===== src/rtl/ace_ar_rr_arbiter.sv =====
// Round-robin merge of NoMasters ACE AR channels into one registered AR channel,
// with the master index prepended to the ID and combinational R routing back by that index.
module ace_ar_rr_arbiter #(
  parameter int unsigned NoMasters      = 2,
  parameter int unsigned IdWidthIn      = 4,
  parameter int unsigned ArPayloadWidth = 100,
  parameter int unsigned RPayloadWidth  = 70,
  parameter int unsigned MaxTrans       = 8,
  localparam int unsigned IdxW       = $clog2(NoMasters),
  localparam int unsigned IdWidthOut = IdWidthIn + IdxW,
  localparam int unsigned CntW       = $clog2(MaxTrans + 1)
) (
  input  logic                                     clk_i,
  input  logic                                     rst_i,
  input  logic [NoMasters-1:0]                     slv_ar_valid_i,
  output logic [NoMasters-1:0]                     slv_ar_ready_o,
  input  logic [NoMasters-1:0][IdWidthIn-1:0]      slv_ar_id_i,
  input  logic [NoMasters-1:0][ArPayloadWidth-1:0] slv_ar_payload_i,
  output logic                                     mst_ar_valid_o,
  input  logic                                     mst_ar_ready_i,
  output logic [IdWidthOut-1:0]                    mst_ar_id_o,
  output logic [ArPayloadWidth-1:0]                mst_ar_payload_o,
  input  logic                                     mst_r_valid_i,
  output logic                                     mst_r_ready_o,
  input  logic [IdWidthOut-1:0]                    mst_r_id_i,
  input  logic                                     mst_r_last_i,
  input  logic [RPayloadWidth-1:0]                 mst_r_payload_i,
  output logic [NoMasters-1:0]                     slv_r_valid_o,
  input  logic [NoMasters-1:0]                     slv_r_ready_i,
  output logic [IdWidthIn-1:0]                     slv_r_id_o,
  output logic                                     slv_r_last_o,
  output logic [RPayloadWidth-1:0]                 slv_r_payload_o,
  output logic                                     r_decerr_o
);

  // Handshakes: a beat transfers on a rising clock edge where valid and ready are both high;
  // a valid source holds its beat stable until that edge.
  typedef enum logic {ST_EMPTY, ST_FULL} state_e;

  state_e                             state_q, state_d;
  logic [IdxW-1:0]                    rr_ptr_q, rr_ptr_d;
  logic [NoMasters-1:0][CntW-1:0]     cnt_q, cnt_d;
  logic [IdWidthOut-1:0]              ar_id_q, ar_id_d;
  logic [ArPayloadWidth-1:0]          ar_payload_q, ar_payload_d;
  logic                               r_decerr_q, r_decerr_d;

  logic [NoMasters-1:0] eligible;
  logic                 gnt_found;
  logic [IdxW-1:0]      gnt_idx;
  logic [IdxW-1:0]      cand;
  logic                 ar_grant;
  logic [IdxW-1:0]      r_idx;
  logic                 r_idx_ok;
  logic                 r_retire;

  always_comb begin
    for (int i = 0; i < int'(NoMasters); i++) begin
      eligible[i] = slv_ar_valid_i[i] && (cnt_q[i] < CntW'(MaxTrans));
    end
  end

  // First eligible master at or after rr_ptr, wrapping at NoMasters.
  always_comb begin
    gnt_found = 1'b0;
    gnt_idx   = '0;
    cand      = '0;
    for (int k = 0; k < int'(NoMasters); k++) begin
      cand = IdxW'((int'(rr_ptr_q) + k) % int'(NoMasters));
      if (!gnt_found && eligible[cand]) begin
        gnt_found = 1'b1;
        gnt_idx   = cand;
      end
    end
  end

  always_comb begin
    state_d        = state_q;
    rr_ptr_d       = rr_ptr_q;
    ar_id_d        = ar_id_q;
    ar_payload_d   = ar_payload_q;
    slv_ar_ready_o = '0;
    ar_grant       = 1'b0;
    case (state_q)
      ST_EMPTY: begin
        if (gnt_found && !rst_i) begin
          slv_ar_ready_o[gnt_idx] = 1'b1;
          ar_grant                = 1'b1;
          state_d                 = ST_FULL;
          rr_ptr_d                = (gnt_idx == IdxW'(NoMasters - 1)) ? '0 : gnt_idx + 1'b1;
          ar_id_d                 = {gnt_idx, slv_ar_id_i[gnt_idx]};
          ar_payload_d            = slv_ar_payload_i[gnt_idx];
        end
      end
      ST_FULL: begin
        if (mst_ar_ready_i) state_d = ST_EMPTY;
      end
      default: state_d = ST_EMPTY;
    endcase
  end

  assign r_idx    = mst_r_id_i[IdWidthOut-1 -: IdxW];
  assign r_idx_ok = (32'(r_idx) < NoMasters);

  // Beats with an unknown index are swallowed so the downstream port never stalls on them.
  always_comb begin
    slv_r_valid_o = '0;
    mst_r_ready_o = 1'b1;
    if (r_idx_ok) begin
      slv_r_valid_o[r_idx] = mst_r_valid_i;
      mst_r_ready_o        = slv_r_ready_i[r_idx];
    end
  end

  assign r_retire   = mst_r_valid_i && mst_r_ready_o && mst_r_last_i && r_idx_ok;
  assign r_decerr_d = mst_r_valid_i && !r_idx_ok;

  always_comb begin
    for (int i = 0; i < int'(NoMasters); i++) begin
      cnt_d[i] = cnt_q[i];
      if ((ar_grant && gnt_idx == IdxW'(i)) && !(r_retire && r_idx == IdxW'(i))) begin
        cnt_d[i] = cnt_q[i] + 1'b1;
      end else if (!(ar_grant && gnt_idx == IdxW'(i)) && (r_retire && r_idx == IdxW'(i))) begin
        cnt_d[i] = cnt_q[i] - 1'b1;
      end
    end
  end

  always_ff @(posedge clk_i or posedge rst_i) begin
    if (rst_i) begin
      state_q      <= ST_EMPTY;
      rr_ptr_q     <= '0;
      cnt_q        <= '0;
      ar_id_q      <= '0;
      ar_payload_q <= '0;
      r_decerr_q   <= 1'b0;
    end else begin
      state_q      <= state_d;
      rr_ptr_q     <= rr_ptr_d;
      cnt_q        <= cnt_d;
      ar_id_q      <= ar_id_d;
      ar_payload_q <= ar_payload_d;
      r_decerr_q   <= r_decerr_d;
    end
  end

  assign mst_ar_valid_o   = (state_q == ST_FULL);
  assign mst_ar_id_o      = ar_id_q;
  assign mst_ar_payload_o = ar_payload_q;
  assign slv_r_id_o       = mst_r_id_i[IdWidthIn-1:0];
  assign slv_r_last_o     = mst_r_last_i;
  assign slv_r_payload_o  = mst_r_payload_i;
  assign r_decerr_o       = r_decerr_q;

  // Retiring a read for a master with nothing outstanding means the downstream side is out of sync.
  for (genvar gi = 0; gi < int'(NoMasters); gi++) begin : g_cnt_chk
    a_no_underflow: assert property (@(posedge clk_i) disable iff (rst_i)
      !(r_retire && r_idx == IdxW'(gi) && cnt_q[gi] == '0));
  end

endmodule

===== config.mk =====
export PLATFORM = sky130hd
export DESIGN_NAME = ace_ar_rr_arbiter
export DESIGN_NICKNAME = d
export VERILOG_FILES = /design/src/rtl/ace_ar_rr_arbiter.sv
export SDC_FILE = /design/constraint.sdc
export NUM_CORES = 1
export LEC_CHECK = 0
export ABC_AREA = 1
export CAP_MARGIN = 20
export CORE_AREA = 3 3 188 190
export CTS_CLUSTER_DIAMETER = 50
export CTS_CLUSTER_SIZE = 30
export DETAILED_ROUTE_END_ITERATION = 10
export DIE_AREA = 0 0 191 193
export GPL_TIMING_DRIVEN = 0
export PLACE_DENSITY = 0.58
export SYNTH_ARGS = -nofsm -noshare
export SYNTH_HDL_FRONTEND = slang
export SYNTH_SLANG_ARGS = --single-unit

===== constraint.sdc =====
create_clock -name clk_i -period 15.9 [get_ports clk_i]
set_input_delay 2.385 -clock clk_i [delete_from_list [all_inputs] [get_ports clk_i]]
set_output_delay 2.385 -clock clk_i [all_outputs]
set_load 0.1 [all_outputs]

==> run metrics <==
critical path's slowest cell clkdlybuf4s50_1; DRT antenna net count 0; worst reg2reg setup slack 13.00 ns; synth warn 0; Worst-Skew Late Latency 0.42 ns; final hold viol count 0; Critical R2R Launch mst_ar_valid_o; setup violators final 0; critical path type in -> out; Post-CTS Setup Inserts 0; endpoint type of the worst setup path output pin; Synth top area share 0.432; dpl hpwl 23000 um; first-pass GRT wire length 42500 um; Die ar. 0.0369 mm^2; DRT iter0 DRCs 259; worst r2r dst cnt_q[3]; maximum VDD drop 130 uV; startpoint types input port; fmax 116 MHz; setup TNS 0 ns; ANT cells 0; final net count 1682; Buf+Inv Stages, Crit Path 7; FF+latch count, synth 115; Worst Setup SP rst_i; initial antenna violation count 1; Row Count 67; TritonCTS clock tree done; Core Area 0.0336 mm^2; synthesized area 0.00666 mm^2; Final Skew 0.00881 ns; DRC Markers 0; gpl congestion 0.811; H-Tree Level Count 4; period utilization 0.544; number of buffer cells added on primary ports 403; fraction of layout cells with a size suffix above 1 0.109; CTS sink count 115; die height 193 um; cell count along the critical path 10; worst-path maximum fanout 63; All-Layer GR Usage 0.151; Distinct cells, synth 20; CP Data Arrival Time 6.26 ns; RSZ-0062 raised after global routing false; Area growth syn-to-layout 79.4%; critical path's largest stage delay 1.17 ns; final setup margin 7.25 ns; most common cell after layout, fill and taps aside nand2_1; via count 7419; crit-path cells clkdlybuf4s50_1 -> inv_6 -> buf_16 -> nand2_1 -> a21oi_4 -> inv_2 -> buf_2 -> buf_2 -> nor2_1 -> clkdlybuf4s50_1; Pre-antenna DRT Iters 5; CTS Buf Count 17; Via density 4.03; CP endpoint slv_ar_ready_o[0]; pin count of the biggest net entering global routing 64; Max clock buf depth 2; status completed; Slew @ Worst Pin 1.06 ns; Worst R2R Path Depth 14; commonest non-fill, non-tap cells in the layout nand2_1 (556), clkdlybuf4s50_1 (403), dfrtp_1 (115); WL per Instance 15.6 um; PostCTS Resize Cnt 0; sequential area share after synthesis 0.432; chip width 191 um; Slew HR 0.289; Ports 479; top cell family by delay on the critical path buffers and inverters; grt ovf 0; PD cells 229 mW/mm^2; required time of the critical path 13.52 ns; Synth area leader dfrtp_1; Avg Synthesized Cell Area 6.94 um^2; Lkg Pwr 5.90 nW; DP Worst Slack 7.09 ns; total routed wirelength 28800 um; Final Power 0.00274 W; vias in the first global route 7475; Syn Inst Count 959; Initial Util 0.198; clock root cell clkbuf_16; Reg clk slew, reported paths 0.05 ns; top cells by area, synth dfrtp_1 (43%), nand2_1 (31%), buf_4 (9.0%), nand3_1 (8.0%), buf_2 (2.1%); cts hold-fix bufs 0; syn_nets 1259; count of final max-slew check failures 0; MaxCap Viol Count 0; fin crit period 8.65 ns; # fillers 3508; min-delay worst type reg -> reg
==> synthesized netlist by cell type (all sizes together) <==
cell,count
ha,6
buf,108
xnor2,4
nand4,2
o21ai,3
fa,2
inv,17
nor2,9
conb,1
a21oi,2
or2,2
dfrtp,115
clkbuf,23
nand3,107
nand2,558
==> per-layer routing <==
| layer | track usage | vias to the layer above | share of wire |
|---|---|---|---|
| li1 | - | 3731 | - |
| met4 | 0.0429 | 2 | 0.017 |
| met1 | 0.177 | 3357 | 0.40 |
| met2 | 0.268 | 299 | 0.50 |
| met5 | 0 | - | 0.00069 |
| met3 | 0.0447 | 30 | 0.085 |
==> cell type report <==
| type | instances | area [um^2] | area share |
|---|---|---|---|
| plain buffers | 131 | 827 | 0.0692 |
| clock buffers | 19 | 453 | 0.0379 |
| clock inverters | 13 | 206 | 0.0173 |
| inverters | 17 | 68.8 | 0.00576 |
| multi-input cells | 696 | 2890 | 0.242 |
| flip-flops and latches | 115 | 2880 | 0.241 |
| well taps | 448 | 561 | 0.0469 |
| repair buffers | 404 | 4060 | 0.340 |
==> kinds of logic after synthesis <==
kind of cell | after synthesis | synth area share
and+or+nand+nor | 678 | 0.405
buffers and inverters | 148 | 0.134
DFF | 115 | 0.432
adders and majority gates | 8 | 0.0173
AOI/OAI and AO/OA | 5 | 0.00545
xor gates and xnor gates | 4 | 0.00526
other | 1 | 0.000563
==> flip-flops by register name (all words and copies together) (netlist names) <==
register and count:
rr_ptr_q 1, mst_ar_payload_o 100, cnt_q 8, mst_ar_valid_o 1, mst_ar_id_o 5
==> how the worst min path moves through the flow <==
stage | to | slack, ns | from | depth (start not counted)
after global placement | mst_ar_payload_o[43] | 0.46 | mst_ar_payload_o[43] | 2
final | mst_ar_payload_o[69] | 0.47 | mst_ar_payload_o[69] | 2
after CTS | mst_ar_payload_o[66] | 0.48 | mst_ar_payload_o[66] | 2
after detailed placement | mst_ar_payload_o[66] | 0.46 | mst_ar_payload_o[66] | 2
after floorplan | cnt_q[2] | 0.46 | cnt_q[2] | 2
after global routing | mst_ar_payload_o[77] | 0.49 | mst_ar_payload_o[77] | 2
==> report_power, final <==
part / internal (W) / switching [W]
combinational: 0.000424 / 0.00138
clock: 0.000286 / 0.000148
sequential: 0.000428 / 0.0000774
==> worst reg2reg max path, cell delays in order (launching register included) <==
cell     delay (ns)
dfrtp_1        0.39
inv_1          0.08
nand2_1        0.12
a21oi_4        0.35
inv_2          0.24
buf_2          0.27
nor2_1         0.23
ha_1           0.21
inv_1          0.09
ha_1           0.31
or2_2          0.29
nand3_1        0.08
nand2_1        0.05
nand2_1        0.05
nand2_1        0.04
==> stage by stage <==
step / hold WS (ns) / area (um^2) / utilization / std cells
after floorplan: 0.459 / 6660 / - / 959
after global placement: 0.462 / 11300 / 0.335 / 1810
after detailed placement: 0.464 / 11300 / 0.336 / 1811
after CTS: 0.480 / 11900 / 0.355 / 1843
after global routing: 0.490 / 11900 / 0.355 / 1843
final: 0.475 / 11900 / 0.355 / 1843
Power figures use the tool's default switching activity.
